File: src/rtl/imem_boot_loader.sv
// Streams a little-endian byte image (16-bit word-count header, then words) into
// instruction memory and holds the core in reset until the last word is written.
module imem_boot_loader #(
  parameter int ADDR_W = 10,
  parameter int CNT_W  = 16
) (
  input  logic              clk,
  input  logic              rst,
  input  logic              start,
  input  logic              in_valid,
  input  logic [7:0]        in_data,
  output logic              in_ready,
  output logic              imem_we,
  output logic [ADDR_W-1:0] imem_addr,
  output logic [31:0]       imem_wdata,
  output logic              core_rst,
  output logic              done,
  output logic              err,
  output logic [2:0]        dbg_state
);

  typedef enum logic [2:0] {
    S_LEN0 = 3'd0,
    S_LEN1 = 3'd1,
    S_DATA = 3'd2,
    S_WAIT = 3'd3,
    S_DONE = 3'd4,
    S_ERR  = 3'd5
  } state_e;

  localparam logic [CNT_W-1:0] CAPACITY = CNT_W'(1) << ADDR_W;

  state_e              state_q, state_d;
  logic [1:0]          byte_idx_q, byte_idx_d;
  logic [ADDR_W:0]     word_cnt_q, word_cnt_d;
  logic [CNT_W-1:0]    count_q, count_d;
  logic [23:0]         asm_q, asm_d;
  logic                we_q, we_d;
  logic [ADDR_W-1:0]   addr_q, addr_d;
  logic [31:0]         wdata_q, wdata_d;
  logic                core_rst_q, core_rst_d;
  logic                done_q, done_d;
  logic                err_q, err_d;

  logic                accept;
  logic [CNT_W-1:0]    hdr_count;

  // Handshake: a byte transfers on a rising edge where in_valid && in_ready.
  // in_ready drops during the write-strobe cycle and whenever start is high.
  assign in_ready = ((state_q == S_LEN0) || (state_q == S_LEN1) || (state_q == S_DATA))
                    && !we_q && !start;
  assign accept    = in_valid && in_ready;
  assign hdr_count = CNT_W'({in_data, count_q[7:0]});

  always_ff @(posedge clk or negedge rst) begin
    if (!rst) begin
      state_q    <= S_LEN0;
      byte_idx_q <= '0;
      word_cnt_q <= '0;
      count_q    <= '0;
      asm_q      <= '0;
      we_q       <= 1'b0;
      addr_q     <= '0;
      wdata_q    <= '0;
      core_rst_q <= 1'b1;
      done_q     <= 1'b0;
      err_q      <= 1'b0;
    end else begin
      state_q    <= state_d;
      byte_idx_q <= byte_idx_d;
      word_cnt_q <= word_cnt_d;
      count_q    <= count_d;
      asm_q      <= asm_d;
      we_q       <= we_d;
      addr_q     <= addr_d;
      wdata_q    <= wdata_d;
      core_rst_q <= core_rst_d;
      done_q     <= done_d;
      err_q      <= err_d;
    end
  end

  always_comb begin
    state_d    = state_q;
    byte_idx_d = byte_idx_q;
    word_cnt_d = word_cnt_q;
    count_d    = count_q;
    asm_d      = asm_q;
    we_d       = 1'b0;
    addr_d     = addr_q;
    wdata_d    = wdata_q;
    core_rst_d = core_rst_q;
    done_d     = done_q;
    err_d      = err_q;

    case (state_q)
      S_LEN0: begin
        if (accept) begin
          count_d = CNT_W'(in_data);
          state_d = S_LEN1;
        end
      end
      S_LEN1: begin
        if (accept) begin
          count_d = hdr_count;
          if (hdr_count == '0) begin
            state_d = S_WAIT;
          end else if (hdr_count > CAPACITY) begin
            state_d = S_ERR;
            err_d   = 1'b1;
          end else begin
            state_d = S_DATA;
          end
        end
      end
      S_DATA: begin
        if (accept) begin
          if (byte_idx_q == 2'd3) begin
            wdata_d    = {in_data, asm_q};
            addr_d     = word_cnt_q[ADDR_W-1:0];
            we_d       = 1'b1;
            word_cnt_d = word_cnt_q + 1'b1;
            byte_idx_d = 2'd0;
            // word_cnt_q is the index of the word being written now
            if (CNT_W'(word_cnt_q) == count_q - CNT_W'(1)) state_d = S_WAIT;
          end else begin
            asm_d[{byte_idx_q, 3'b000} +: 8] = in_data;
            byte_idx_d = byte_idx_q + 2'd1;
          end
        end
      end
      S_WAIT: begin
        state_d    = S_DONE;
        core_rst_d = 1'b0;
        done_d     = 1'b1;
      end
      S_DONE: state_d = S_DONE;
      S_ERR:  state_d = S_ERR;
      default: state_d = S_LEN0;
    endcase

    if (start) begin
      state_d    = S_LEN0;
      byte_idx_d = '0;
      word_cnt_d = '0;
      count_d    = '0;
      we_d       = 1'b0;
      core_rst_d = 1'b1;
      done_d     = 1'b0;
      err_d      = 1'b0;
    end
  end

  assign imem_we    = we_q;
  assign imem_addr  = addr_q;
  assign imem_wdata = wdata_q;
  assign core_rst   = core_rst_q;
  assign done       = done_q;
  assign err        = err_q;
  assign dbg_state  = state_q;

endmodule
File: config.mk
export PLATFORM = sky130hd
export DESIGN_NAME = imem_boot_loader
export DESIGN_NICKNAME = d
export VERILOG_FILES = /design/src/rtl/imem_boot_loader.sv
export SDC_FILE = /design/constraint.sdc
export NUM_CORES = 1
export LEC_CHECK = 0
export CAP_MARGIN = 20
export CELL_PAD_IN_SITES_DETAIL_PLACEMENT = 2
export CELL_PAD_IN_SITES_GLOBAL_PLACEMENT = 2
export CORE_MARGIN = 2
export CORE_UTILIZATION = 38
export CTS_CLUSTER_DIAMETER = 80
export CTS_CLUSTER_SIZE = 40
export DETAILED_ROUTE_END_ITERATION = 16
export PLACE_DENSITY_LB_ADDON = 0.2
export SLEW_MARGIN = 30
export SYNTH_ARGS = -nofsm -noshare
export SYNTH_HDL_FRONTEND = slang
export SYNTH_SLANG_ARGS = --single-unit
File: constraint.sdc
create_clock -name clk -period 7.1 [get_ports clk]
set_input_delay 1.065 -clock clk [delete_from_list [all_inputs] [get_ports clk]]
set_output_delay 1.065 -clock clk [all_outputs]
set_load 0.02 [all_outputs]
**Word-level counts from Yosys, hierarchy flattened**

Cells that the tools add are included.

- Output and inout bits: 50
- Register bits: 102
- Word-level logic and storage cells: 95

- Reduce and logical (&&, ||, !) cells: 26
- Bitwise logic cells: 1
- Equality and inequality tests: 14
- Multiplexer cells: 35
- $add $sub $neg: 4
- $lt $le $gt $ge: 1
- Shift operators: 2

Operator list:

| kind | count |
|---|---|
| 16-bit two-way mux | 3 |
| 11-bit two-way mux | 4 |
| 16-bit one-hot mux with 2 select lines | 1 |
| 24-bit bitwise mux | 1 |
| 3-bit two-way mux | 8 |
| 8-bit by 7-bit variable shift with 24-bit output, first input constant | 1 |
| 8-bit by 7-bit variable part select with 24-bit output | 1 |
| 11-bit by 16-bit equality test with 1-bit output | 1 |
| 16-bit by 11-bit > comparator with 1-bit output, second input constant | 1 |
| 16-bit zero test | 1 |
| 16-bit by 1-bit subtractor with 16-bit output, second input constant | 1 |
| 3-bit one-hot mux with 5 select lines | 1 |
| 3-bit AND reduction | 5 |
| 2-bit nonzero test | 7 |
| 1-bit two-way mux | 13 |
| 11-bit by 1-bit adder with 11-bit output, second input constant | 1 |
| 3-bit inequality test, second input constant | 3 |
| 2-bit two-way mux | 4 |
| 5-bit negator with 7-bit output | 1 |
| 3-bit by 2-bit equality test with 1-bit output, second input constant | 2 |
| 3-bit equality test, second input constant | 2 |
| 3-bit by 2-bit inequality test with 1-bit output, second input constant | 2 |
| 5-bit AND reduction | 1 |
| 2-bit inequality test, second input constant | 2 |
| 12 further kinds | 16 |

**Logic depth before layout (Yosys ltp)**

Gate-level depths: netlist of run 1.

- Word-level depth: 9
- Depth in mapped cells: 8
- Mapped depth without buffers: 8

**Worst setup path before layout of run 1**

No wires, ideal clock.

- Path kind: in2out
- Start: input port start
- End: output port in_ready
- Data required time: 6.035 ns
- Path buffers: 1
- Cell stages on the path: 3
- Data arrival time: 1.997 ns
- Path slack: 4.038 ns
- Path through: or2_2 > clkbuf_1 > a211oi_1

- Cells in the longest elaborated chain, start to end: 2

Ends and longest elaborated chain:

| item | RTL line | source |
|---|---|---|
| start, declared | 9 | `input logic start,` |
| 1-bit zero test | 51 | `&& !we_q && !start;` |
| 1-bit logical AND | 51 |  |
| end, declared | 12 | `output logic in_ready,` |

No other way between the ends.

**Final worst setup path of run 1**

Same ends and word-level chain as after synthesis.

==> results of run 1 <==
[metrics by stage]
| stage | instance area, um^2 | total power [mW] | hold WS (ns) | setup slack, ns | cells |
|---|---|---|---|---|---|
| after CTS | 5807 | 1.259 | 0.4730 | 2.719 | 675 |
| after detailed placement | 5504 | 0.7426 | 0.4633 | 2.730 | 659 |
| after global routing | 5829 | 1.298 | 0.5004 | 2.581 | 675 |
| after global placement | 5499 | 0.7361 | 0.4507 | 2.766 | 659 |
| after floorplan | 4741 | 0.6874 | 0.4444 | 4.038 | 450 |
| final | 5829 | 1.247 | 0.4648 | 2.712 | 675 |
[layout make-up]
cell class                 count  area, um^2
fill                        1290        6282
sequential                   102        2554
tap                          168       210.2
timing repair buffer          64       630.6
clock buffer                  14       264.0
inverter                       7       26.28
multi-input combinational    318        2106
clock inverter                 2       38.79
[worst max-delay path, delay by kind of cell]
family	cells	cell delay, ns
buffers and inverters	2	1.49
AOI/OAI and AO/OA	1	0.18
and+or+nand+nor	1	0.58
[sequential cells by signal, summed over array words and instances (netlist names)]
name,count
count_q,16
imem_wdata,32
byte_idx_q,2
dbg_state,3
core_rst,1
done,1
imem_we,1
asm_q,24
err,1
word_cnt_q,11
imem_addr,10
[per-layer routing]
metal  vias up  routed length, um
li1       1662                  -
met1      1843               6134
met2        54               6501
met3        13                319
met4         0                201
met5         -                  0
[synthesized netlist by cell type (2+ instances only)]
library cell	count
a211o_1	2
a211oi_1	3
a21oi_1	8
a22o_1	9
clkbuf_1	22
dfrtp_1	101
ha_1	8
inv_1	7
mux2_2	42
mux2i_1	5
nand2_1	84
nand2b_1	5
nand3_1	10
nand4_1	8
nand4b_1	4
nor2_1	28
nor3_1	8
nor3b_1	6
nor4_1	3
o21ai_0	39
o31ai_1	3
or2_2	2
or4_1	3
xnor2_1	11
xor2_1	11
[final timing paths]
kind | end | start
min in group asynchronous | imem_wdata[27]$_DFFE_PN0P_ | rst
worst min-delay path | core_rst$_DFFE_PN1P_ | core_rst$_DFFE_PN1P_
worst max-delay path | in_ready | start
worst min register to register | core_rst$_DFFE_PN1P_ | core_rst$_DFFE_PN1P_
worst max register to register | dbg_state[0]$_DFFE_PN0P_ | count_q[0]$_DFFE_PN0P_
max in group asynchronous | word_cnt_q[8]$_DFFE_PN0P_ | rst
[cell families after synthesis]
kind of cell / synth area share, %
AND/OR/NAND/NOR: 17.26
flip-flops: 53.87
AO/OA/AOI/OAI: 9.132
multiplexers: 11.03
buffers and inverters: 2.534
XOR/XNOR: 4.064
adder cells (fa/ha/maj): 2.111
[where the power goes]
group / leakage (nW) / internal, mW / switching (mW)
sequential: 1.41 / 0.590 / 0.0157
clock: 0.147 / 0.295 / 0.219
combinational: 0.999 / 0.0499 / 0.0766
total: 2.56 / 0.935 / 0.312
==> results.yml, run 1 <==
timing:
  setup_violations: 0
  report.final.hold_viol_count: 0
  rsz0062_at_grt: "false"
  finalCriticalPeriod_ns: 4.388
  finalSetupTns_ns: 0
  clock_skew_ns: 0.006045
  max_freq_mhz: 227.9
  worst_slew_pin_slew_ns: 0.8988
  finalMaxSlewViolations: 0
  period_share_pct: 61.81
  slew_headroom_pct: 39.95
logic_synthesis:
  syn_inst: 450
  synthArstFlopShare_pct: 100.0
  syn_area_um2: 4741
  synth_top_area_share_pct: 53.31
  synth_area_per_cell_um2: 10.54
  ys_types: 43
  synth_edf_count: 0
  synth_top_flop_cell: "dfrtp_1"
  syn-num-nets: 470
  yosys.area.top_type: "dfrtp_1"
  seq_area_frac_synth_pct: 53.87
  ys_ff_latch: 102
  synthTopCellsByArea: "dfrtp_1, mux2_2, nand2_1"
  yosysWarnings: 0
global_route:
  grt_pass1_wl_mm: 21.98
  top_usage_layer: "met2"
  grt_max_degree: 55
  gr-usage-met1_pct: 29.38
  track_usage_pct: 21.74
  grt_use_met2_pct: 36.10
  use_met3_pct: 3.243
  first_global_vias: 3931
  antenna_found_initial: 0
  gr-total-overflow: 0
final_layout:
  final_core_util_pct: 48.13
  areaGrowthSynthToFinish_pct: 22.96
  final_cell_mix: "dfrtp_1, nand2_1, clkdlybuf4s50_1"
  n_antenna_cell: 0
  layout_commonest_cell: "dfrtp_1"
  nets: 522
  drive_gt1_share_pct: 14.60
clock_tree:
  clockBufferDepth: 2
  htreeDepth: 3
  clock_sinks: 102
  holdBufCountCts: 0
  clk_latency_ns: 0.35
  cts_setup_buffers: 0
  path_clk_slew_ns: 0.07
  cts_tree: "done"
  numCtsBuffers: 9
  cts_root_buf: "clkbuf_16"
  cts_resized: 0
route:
  dr.pass1.iters: 4
  num_vias: 3572
  route.detailed.drc: 0
  antenna_left: 0
  wl_per_cell_um: 19.49
  drt_iter0_markers: 118
  wirelength_mm: 13.16
  viasPerCell: 5.292
hold_path:
  holdPathStages: 2
  hold_class: "flip-flop to flip-flop"
floorplan:
  die-height_um: 115.7
  coreArea_um2: 12110
  die_w_um: 115.7
  dieArea_um2: 13390
  initial_utilization_pct: 39.14
  io_pins: 62
  rows: 40
run:
  cap_violations: 0
setup_path:
  crit_path_cell_trace: "clkdlybuf4s50_1, or2_2, a211oi_1, clkdlybuf4s50_1"
  crit_top_cell: "clkdlybuf4s50_1"
  cp.arrival_ns: 3.32
  endpoint_kind: "primary output"
  max_stage_delay_ns: 0.86
  reg2reg_depth: 8
  path_class: "primary input to primary output"
  rrSetupSlack_ns: 4.17
  crit_fanout: 20
  cp.required_ns: 6.03
  startpoint_type: "primary input"
  crit_slowest_cell: "clkdlybuf4s50_1"
pwr:
  p_leak_nw: 2.555
  vdd_drop_max_uv: 101.7
  power.density_nw_per_um2: 213.8
placed_design:
  post-dp-hpwl_mm: 8.925
  portBuffers: 61
  place.gp.congestion: 0.7534
outcome:
  outcome: "complete, no violations"
(Power assumes the default switching activity.)
==> inputs of run 2 (changes only) <==
--- a/config.mk
+++ b/config.mk
@@ -9,7 +9,7 @@
 export CELL_PAD_IN_SITES_DETAIL_PLACEMENT = 2
 export CELL_PAD_IN_SITES_GLOBAL_PLACEMENT = 2
 export CORE_MARGIN = 2
-export CORE_UTILIZATION = 38
+export CORE_UTILIZATION = 36
 export CTS_CLUSTER_DIAMETER = 80
 export CTS_CLUSTER_SIZE = 40
 export DETAILED_ROUTE_END_ITERATION = 16
==> constraint.sdc (replaced) <==
create_clock -name clk -period 4.08 [get_ports clk]
set_input_delay 0.612 -clock clk [delete_from_list [all_inputs] [get_ports clk]]
set_output_delay 0.612 -clock clk [all_outputs]
set_load 0.02 [all_outputs]
==> results.yml, run 2 (synthesis gave the netlist of run 1 again) <==
pwr:
  pwr-share-seq_pct: 50.1
  power.density_nw_per_um2: 358.0
  p_switching_uw: 535.9
  internal-power_mw: 1.568
  p_total_mw: 2.104
  p_leak_nw: 2.598
  pwr-share-comb_pct: 11.1
  p_sw_share_pct: 25.47
  clock_power_share_pct: 38.9
  vdd_drop_max_uv: 186.6
timing:
  clock_skew_ns: 0.007056
  finalSetupTns_ns: 0
  period_share_pct: 74.42
  slew_headroom_pct: 48.68
  finalMaxSlewViolations: 0
  worst_slew_pin_slew_ns: 0.7698
  rsz0062_at_grt: "false"
  finalCriticalPeriod_ns: 3.036
  report.final.hold_viol_count: 0
  setup_violations: 0
  max_freq_mhz: 329.3
placed_design:
  place.gp.congestion: 0.7973
  portBuffers: 61
  post-dp-hpwl_mm: 9.559
final_layout:
  areaGrowthSynthToFinish_pct: 23.94
  nets: 533
  layout_commonest_cell: "dfrtp_1"
  n_antenna_cell: 0
  drive_gt1_share_pct: 16.22
  final_cell_mix: "dfrtp_1, nand2_1, clkdlybuf4s50_1"
  fillers: 1391
  multi_input_area_um2: 2088
  largest_reg_flops: 32
  seq_area_um2: 2554
floorplan:
  coreArea_um2: 12720
  io_pins: 62
  die-height_um: 118.8
  rows: 41
  die_w_um: 118.8
  initial_utilization_pct: 37.26
  dieArea_um2: 14100
route:
  wl_per_cell_um: 19.62
  viasPerCell: 5.307
  drt_iter0_markers: 166
  dr.pass1.iters: 4
  antenna_left: 0
  num_vias: 3662
  route.detailed.drc: 0
  wirelength_mm: 13.54
global_route:
  first_global_vias: 4103
  track_usage_pct: 20.38
  grt_max_degree: 60
  gr-total-overflow: 0
  grt_pass1_wl_mm: 22.31
  antenna_found_initial: 0
setup_path:
  crit_slowest_cell: "clkdlybuf4s50_1"
  crit_fanout: 7
  path_class: "primary input to flip-flop"
  cp.required_ns: 4.35
  startpoint_type: "primary input"
  endpoint_kind: "flip-flop"
  cp.arrival_ns: 3.30
  crit_path_cell_trace: "clkdlybuf4s50_1, or3b_2, or4b_1, nand4_1, nand3_1, or4_1, o31ai_2"
  max_stage_delay_ns: 0.61
clock_tree:
  numCtsBuffers: 9
  cts_setup_buffers: 0
  htreeDepth: 3
  cts_resized: 0
  clock_sinks: 102
  path_clk_slew_ns: 0.07
  cts_tree: "done"
  holdBufCountCts: 0
  clockBufferDepth: 2
  clk_latency_ns: 0.35
  cts_root_buf: "clkbuf_16"
run:
  cap_violations: 0
hold_path:
  hold_class: "primary input to asynchronous set/reset pin"
outcome:
  outcome: "complete, no violations"
==> run 2: metal layers <==
layer | wire length, um | track usage, %
met5 | 0 | 0
met4 | 207 | 7.589
met3 | 322 | 2.944
met2 | 6869 | 34.38
met1 | 6137 | 26.54
==> run 2: final timing paths <==
path	from	end	slack, ns	cells after the start
max	in_data[1]	dbg_state[0]$_DFFE_PN0P_	1.04	7
min in group clk	core_rst$_DFFE_PN1P_	core_rst$_DFFE_PN1P_	0.48	2
min reg2reg	core_rst$_DFFE_PN1P_	core_rst$_DFFE_PN1P_	0.48	2
max in group asynchronous	rst	imem_wdata[28]$_DFFE_PN0P_	2.86	2
min	rst	imem_wdata[5]$_DFFE_PN0P_	0.33	1
max reg2reg	count_q[0]$_DFFE_PN0P_	dbg_state[0]$_DFFE_PN0P_	1.28	8
==> run 2: power groups by stage <==
stage	Clock (mW)	Sequential, mW	Combinational [mW]
final	0.818	1.05	0.233
after global routing	0.879	1.06	0.256
after CTS	0.841	1.05	0.237
after detailed placement	0	1.07	0.234
after global placement	0	1.07	0.226
after floorplan	0	1.07	0.130
==> run 2: stage by stage <==
step                      area (um^2)  worst slack, ns  instances  hold WS (ns)  util (%)
after floorplan                  4741            1.493        450        0.3164         -
after global placement           5582           0.7847        674        0.4494     43.87
after detailed placement         5587           0.7014        674        0.4789     43.91
after CTS                        5866            1.052        690        0.3646     46.11
after global routing             5876           0.9838        690        0.3882     46.18
final                            5876            1.044        690        0.3298     46.18
==> run 2: layout make-up <==
cell class | instances | share of cell area (%)
clock buffer | 13 | 4.429
clock inverter | 3 | 0.3194
inverter | 7 | 0.4472
multi-input combinational | 318 | 35.54
sequential | 102 | 43.46
tap | 172 | 3.663
timing repair buffer | 75 | 12.14
==> run 2: worst max-delay path: cells and delay by family <==
family / cells / cell delay (ns)
and+or+nand+nor: 5 / 1.82
buffers and inverters: 1 / 0.61
AOI/OAI and AO/OA: 1 / 0.25
